==> src/rtl/rr_decode_arbiter_pkg.sv <==
// Shared types and helpers for the round-robin decode arbiter.
// Holds the FSM state encoding, default sizing constants and the
// priority-pointer wrap helper used when a grant is released.
package rr_arb_pkg;

   typedef enum logic {
      IDLE = 1'b0,
      BUSY = 1'b1
   } arb_state_t;

   localparam int N_DEF       = 4;
   localparam int TIMEOUT_DEF = 255;

   // (idx + 1) mod 2**n, used to move the priority pointer past the
   // requester that was just served.
   function automatic logic [31:0] next_idx(input logic [31:0] idx,
                                            input int unsigned n);
      return (idx + 32'd1) & ((32'd1 << n) - 32'd1);
   endfunction

endpackage

==> src/rtl/rr_decode_arbiter_if.sv <==
// Requester-side bundle for the round-robin decode arbiter.
// master: requester agents drive req/done and observe the grant.
// slave : the arbiter consumes req/done and drives the grant outputs.
interface rr_decode_arbiter_if
   import rr_arb_pkg::*;
#(
   parameter int N = N_DEF
) ();

   logic [2**N-1:0] req;          // level-held request vector
   logic            done;         // granted requester finished
   logic            gnt_valid;    // a grant is active
   logic [N-1:0]    gnt_idx;      // binary index of granted requester
   logic [2**N-1:0] gnt_onehot;   // decoded grant, zero when idle
   logic            err_timeout;  // one-cycle forced-release pulse

   modport master (
      output req,
      output done,
      input  gnt_valid,
      input  gnt_idx,
      input  gnt_onehot,
      input  err_timeout
   );

   modport slave (
      input  req,
      input  done,
      output gnt_valid,
      output gnt_idx,
      output gnt_onehot,
      output err_timeout
   );

endinterface

==> src/rtl/rr_decode_arbiter_decoder.sv <==
// N-to-2**N one-hot decoder with enable.
// Ports: i_idx (binary index), i_en (qualifier), o_onehot (decoded lines).
// Purely combinational; output is all zero while i_en is low.
module onehot_decoder
   import rr_arb_pkg::*;
#(
   parameter int N = N_DEF
) (
   input  logic [N-1:0]    i_idx,
   input  logic            i_en,
   output logic [2**N-1:0] o_onehot
);

   localparam int NR = 2**N;

   logic [NR-1:0] w_one;

   assign w_one    = NR'(1);
   assign o_onehot = i_en ? (w_one << i_idx) : '0;

endmodule

==> src/rtl/rr_decode_arbiter.sv <==
// Round-robin arbiter sharing one decoded strobe resource among 2**N requesters.
// Ports: clk, rst_n (sync, active-low); bus.slave carries req/done in and
// gnt_valid/gnt_idx/gnt_onehot/err_timeout out. Grant one cycle after request,
// held until done, request drop, or watchdog expiry; one IDLE cycle between grants.
module rr_decode_arbiter
   import rr_arb_pkg::*;
#(
   parameter int N       = N_DEF,
   parameter int TIMEOUT = TIMEOUT_DEF,
   parameter int TW      = 8
) (
   input  logic                 clk,
   input  logic                 rst_n,
   rr_decode_arbiter_if.slave   bus
);

   localparam int            NR          = 2**N;
   localparam logic [TW-1:0] LP_CNT_LAST = TW'(TIMEOUT - 1);

   arb_state_t    r_state;
   logic [N-1:0]  r_ptr;
   logic [N-1:0]  r_gnt_idx;
   logic          r_gnt_valid;
   logic          r_err;
   logic [TW-1:0] r_cnt;

   logic [2*NR-1:0] w_req_dbl;
   logic [NR-1:0]   w_req_rot;
   logic [N-1:0]    w_off;
   logic [N-1:0]    w_pick;
   logic            w_any_req;
   logic            w_abandon;
   logic            w_wd_hit;

   // Rotate the request vector so bit 0 is the requester at the pointer,
   // find the lowest set bit, then rotate the result back by adding ptr.
   assign w_req_dbl = {bus.req, bus.req} >> r_ptr;
   assign w_req_rot = w_req_dbl[NR-1:0];
   assign w_any_req = |bus.req;

   always_comb begin
      w_off = '0;
      // Scanning downward leaves the lowest set position in w_off.
      for (int i = NR - 1; i >= 0; i--) begin
         if (w_req_rot[i]) begin
            w_off = N'(i);
         end
      end
   end

   assign w_pick    = r_ptr + w_off;   // N-bit add wraps modulo 2**N
   assign w_abandon = ~bus.req[r_gnt_idx];
   assign w_wd_hit  = (r_cnt == LP_CNT_LAST);

   always_ff @(posedge clk) begin
      if (!rst_n) begin
         r_state     <= IDLE;
         r_ptr       <= '0;
         r_gnt_idx   <= '0;
         r_gnt_valid <= 1'b0;
         r_err       <= 1'b0;
         r_cnt       <= '0;
      end else begin
         r_err <= 1'b0;
         case (r_state)
            IDLE: begin
               if (w_any_req) begin
                  r_gnt_idx   <= w_pick;
                  r_gnt_valid <= 1'b1;
                  r_cnt       <= '0;
                  r_state     <= BUSY;
               end
            end
            BUSY: begin
               // done and request-drop outrank the watchdog, so a done
               // landing on the final watchdog cycle never flags an error.
               if (bus.done || w_abandon || w_wd_hit) begin
                  r_gnt_valid <= 1'b0;
                  r_ptr       <= N'(next_idx(32'(r_gnt_idx), N));
                  r_state     <= IDLE;
                  r_err       <= ~bus.done & ~w_abandon;
               end else begin
                  r_cnt <= r_cnt + 1'b1;
               end
            end
            default: begin
               r_state <= IDLE;
            end
         endcase
      end
   end

   onehot_decoder #(
      .N (N)
   ) u_dec (
      .i_idx    (r_gnt_idx),
      .i_en     (r_gnt_valid),
      .o_onehot (bus.gnt_onehot)
   );

   assign bus.gnt_valid   = r_gnt_valid;
   assign bus.gnt_idx     = r_gnt_idx;
   assign bus.err_timeout = r_err;

endmodule

==> src/flat_wrapper.sv <==
// flat-port wrapper written by rule: the top's interface ports become plain ports
module rr_decode_arbiter_flat import rr_arb_pkg::*;
#(
   parameter int N       = N_DEF,
   parameter int TIMEOUT = TIMEOUT_DEF,
   parameter int TW      = 8
)
  (clk, rst_n, bus_req, bus_done, bus_gnt_valid, bus_gnt_idx, bus_gnt_onehot, bus_err_timeout);
  rr_decode_arbiter_if #(.N(N)) bus_i ();
  input  logic clk;
  input  logic rst_n;
  input wire logic [$bits(bus_i.req)-1:0] bus_req;
  input wire logic [$bits(bus_i.done)-1:0] bus_done;
  output wire logic [$bits(bus_i.gnt_valid)-1:0] bus_gnt_valid;
  output wire logic [$bits(bus_i.gnt_idx)-1:0] bus_gnt_idx;
  output wire logic [$bits(bus_i.gnt_onehot)-1:0] bus_gnt_onehot;
  output wire logic [$bits(bus_i.err_timeout)-1:0] bus_err_timeout;
  assign bus_i.req = bus_req;
  assign bus_i.done = bus_done;
  assign bus_gnt_valid = bus_i.gnt_valid;
  assign bus_gnt_idx = bus_i.gnt_idx;
  assign bus_gnt_onehot = bus_i.gnt_onehot;
  assign bus_err_timeout = bus_i.err_timeout;
  rr_decode_arbiter #(.N(N), .TIMEOUT(TIMEOUT), .TW(TW)) u_core (.clk(clk), .rst_n(rst_n), .bus(bus_i));
endmodule
==> config.mk <==
export PLATFORM = sky130hd
export DESIGN_NAME = rr_decode_arbiter_flat
export DESIGN_NICKNAME = d
export VERILOG_FILES = /design/src/rtl/rr_decode_arbiter_pkg.sv /design/src/rtl/rr_decode_arbiter_if.sv /design/src/rtl/rr_decode_arbiter_decoder.sv /design/src/rtl/rr_decode_arbiter.sv /design/src/flat_wrapper.sv
export SDC_FILE = /design/constraint.sdc
export NUM_CORES = 1
export LEC_CHECK = 0
export CORE_MARGIN = 2
export CORE_UTILIZATION = 29
export DETAILED_ROUTE_END_ITERATION = 12
export PLACE_DENSITY = 0.57
export SLEW_MARGIN = 20
export SYNTH_ARGS = -nofsm -noshare
export SYNTH_HDL_FRONTEND = slang
export SYNTH_HIERARCHICAL = 1
export SYNTH_SLANG_ARGS = --single-unit
export TNS_END_PERCENT = 5
==> constraint.sdc <==
create_clock -name clk -period 6.9 [get_ports clk]
set_clock_uncertainty 0.2 [all_clocks]
set_input_delay 1.38 -clock clk [delete_from_list [all_inputs] [get_ports clk]]
set_output_delay 1.38 -clock clk [all_outputs]
set_load 0.05 [all_outputs]
==> results_dict.tcl <==
set metrics [dict create \
    wl_per_cell_um 15.1 \
    grt_setup_unrepaired "no" \
    async_flop_share 0 \
    synth_top_flop_cell "dfxtp_1" \
    syn2layout_area_growth_pct 21.6 \
    cts_resized 0 \
    wl_um 5810 \
    port_buffers 40 \
    core-area_sq_mm 0.00773 \
    ant_nets 0 \
    cts_root_buf "clkbuf_8" \
    clock_latency_ns 0.25 \
    max_clock_freq_mhz 209 \
    cts_buffer_depth 2 \
    synth_area_sq_mm 0.00230 \
    hp-class "reg -> reg" \
    clock_sinks 19 \
    die_w_um 93.1 \
    final-seq-area_sq_um 380 \
    synth-compound-area-share 0.154 \
    synth_top_family_by_area "multiplexers" \
    numCtsBuffers 3 \
    synth-xor-area-share 0.0266 \
    fin_ws_ns 2.12 \
    grt_max_degree 21 \
    fin_cells 386 \
    pin_count 41 \
    viasPerCell 5.43 \
    gp_congestion 0.875 \
    die_h_um 93.1 \
    grt_pass1_vias 1928 \
    ys.warnings.count 6 \
    synth-seq-area-share 0.165 \
    synthSimpleGateAreaFrac 0.240 \
    holdBufCountCts 0 \
    cts_max_level 1 \
    setup_viol 0 \
    synth_edf_count 0 \
    design.die.area_sq_mm 0.00867 \
    grt_pass1_wl_um 9650 \
    path_max_fanout 6 \
    synthAdderAreaFrac 0.0413 \
    hold_viol_final 0 \
    synth_seq_cells 19 \
    grt_overflow 0 \
    slew_headroom 0.406 \
    n_fill_cell 767 \
    drive_above_1_share 0.0739 \
    leakagePower_nw 1.02 \
    avgSynthCellArea_sq_um 9.14 \
    netlist_instances 252 \
    post-route-min-period_ns 4.78 \
    clkTransAtPathRegs_ns 0.07 \
    cp.required_ns 6.89 \
    synth.distinct_cells 55 \
    finalSetupTns_ns 0 \
    vias 2096 \
    grt_antenna_before_repair 0 \
    num_antenna_cells 0 \
    dr.first_iter.drc_count 167 \
    powerDensity_mw_per_mm2 205 \
    grt.total_usage 0.136 \
    max_cap_viol_count 0 \
    tightest_slew_ns 0.890 \
    cts_setup_buffers 0 \
    cp.arrival_ns 4.77 \
    dp_hpwl_um 4500 \
    start_util 0.298 \
    synthesis.nets 278 \
    timing.hold.ws_ns 0.298 \
    cp-end-kind "register" \
    drc 0 \
    synthMuxAreaShare 0.322 \
    multi_input_area_sq_mm 0.00181 \
    drv_slew 0 \
    cts_tree "yes" \
    dr.pass1.iters 4 \
    vdd_drop_max_mv 0.141 \
    place_ws_ns 1.88 \
    fin_nets 311 \
    core.rowCount 32 \
    finalCritPeriodShare 0.693 \
    place_inst 382 \
    start_kind "input port" \
    outcome "finished, final reports clean" \
    crit_type "in -> reg" \
]
==> area by class of cell <==
| cell class | instances | area share |
|---|---|---|
| Tap cell | 102 | 0.0456 |
| Multi-Input combinational cell | 211 | 0.645 |
| Timing Repair Buffer | 41 | 0.146 |
| Inverter | 9 | 0.0121 |
| Sequential cell | 19 | 0.136 |
| Clock buffer | 4 | 0.0161 |
==> worst max-delay path, stage by stage <==
cell,delay (ns)
clkdlybuf4s50_1,0.53
mux4_1,0.64
mux4_2,0.56
a311oi_1,0.23
o211ai_1,0.14
and3_1,0.17
ha_1,0.27
a21o_1,0.18
a21oi_1,0.18
nand3_1,0.08
or3_1,0.34
o211ai_2,0.06
==> layout by cell type (no fill, tap or decap), drive strengths merged, types with 3 or more instances in the layout <==
master,synthesis,final
a21oi,14,14
dfxtp,19,19
o21ai,9,9
o211a,6,6
nand3,13,13
xnor2,4,4
mux4,23,23
nor4,4,4
nor3,4,4
clkdlybuf4s50,0,40
ha,6,6
nand3b,4,4
a21boi,3,3
nand2b,6,6
and2,6,6
xor2,3,3
o211ai,5,5
nand2,30,30
nor2b,5,5
inv,7,7
or3,3,3
nor2,22,22
clkbuf,4,4
mux2i,14,14
==> metrics by stage <==
step | area (sq um) | total power, mW | util
4_1_cts | 2800 | 0.575 | 0.362
2_1_floorplan | 2300 | 0.418 | -
5_1_grt | 2800 | 0.619 | 0.362
6_report | 2800 | 0.573 | 0.362
3_3_place_gp | 2760 | 0.498 | 0.357
3_5_place_dp | 2760 | 0.498 | 0.357
==> logic make-up (layout without fill, tap and decap cells) <==
group,after synthesis,count (layout)
AND/OR/NAND/NOR,107,107
AO/OA/AOI/OAI,51,51
multiplexers,39,39
buffers and inverters,22,54
flip-flops,19,19
adder cells (fa/ha/maj),7,7
XOR/XNOR,7,7
==> routing by layer <==
layer,global-route usage,share of wire,up-vias
met4,0.0319,0.019,0
met1,0.191,0.48,1005
li1,-,-,1031
met2,0.220,0.47,50
met3,0.0210,0.028,10
met5,0,0,-
==> state kept, by name, indices dropped and copies added, names as in the netlist <==
register / flops
u_core/r_cnt: 8
u_core/bus.gnt_idx: 4
u_core/r_ptr: 4
u_core/bus.err_timeout: 1
u_core/bus.gnt_valid: 1
u_core/r_state: 1
==> worst paths after layout <==
check	startpoint	end	slack [ns]	cells after the start
worst max-delay path	bus_req[13]	u_core/bus.gnt_idx[3]	2.12	12
worst min-delay path	u_core/r_cnt[7]	u_core/r_cnt[7]	0.30	2
worst max register to register	u_core/r_ptr[1]	u_core/bus.gnt_idx[3]	2.76	11
worst min register to register	u_core/r_cnt[7]	u_core/r_cnt[7]	0.30	2
==> cells in the mapped netlist, types with 2 or more instances <==
library cell,n,share of area
and3_1,2,0.0054
nor2b_1,5,0.014
a21o_1,2,0.0065
buf_1,2,0.0033
nor3_1,3,0.0065
mux2_2,2,0.0098
and4_1,2,0.0076
nand2_1,30,0.049
xnor2_1,4,0.015
nand3_1,13,0.028
nand3b_1,4,0.013
a21oi_1,14,0.030
nand2b_1,6,0.016
nor2_1,20,0.033
o211ai_1,4,0.013
o21ai_0,9,0.020
a21boi_0,3,0.0098
a22oi_1,2,0.0065
inv_1,7,0.011
mux2i_1,14,0.061
clkinv_1,2,0.0033
buf_2,5,0.011
xor2_1,3,0.011
clkbuf_1,3,0.0049
ha_1,6,0.033
mux4_2,7,0.068
o211a_1,6,0.026
dfxtp_1,19,0.17
and2_1,5,0.014
or3_1,3,0.0082
o21a_1,2,0.0065
nor2_2,2,0.0054
mux4_1,16,0.18
nor4_1,4,0.011
==> power by group <==
part	switching, mW	total, mW	internal (mW)
sequential	0.0478	0.168	0.121
combinational	0.171	0.328	0.156
clock	0.0363	0.0773	0.0410
(Power assumes the default switching activity.)
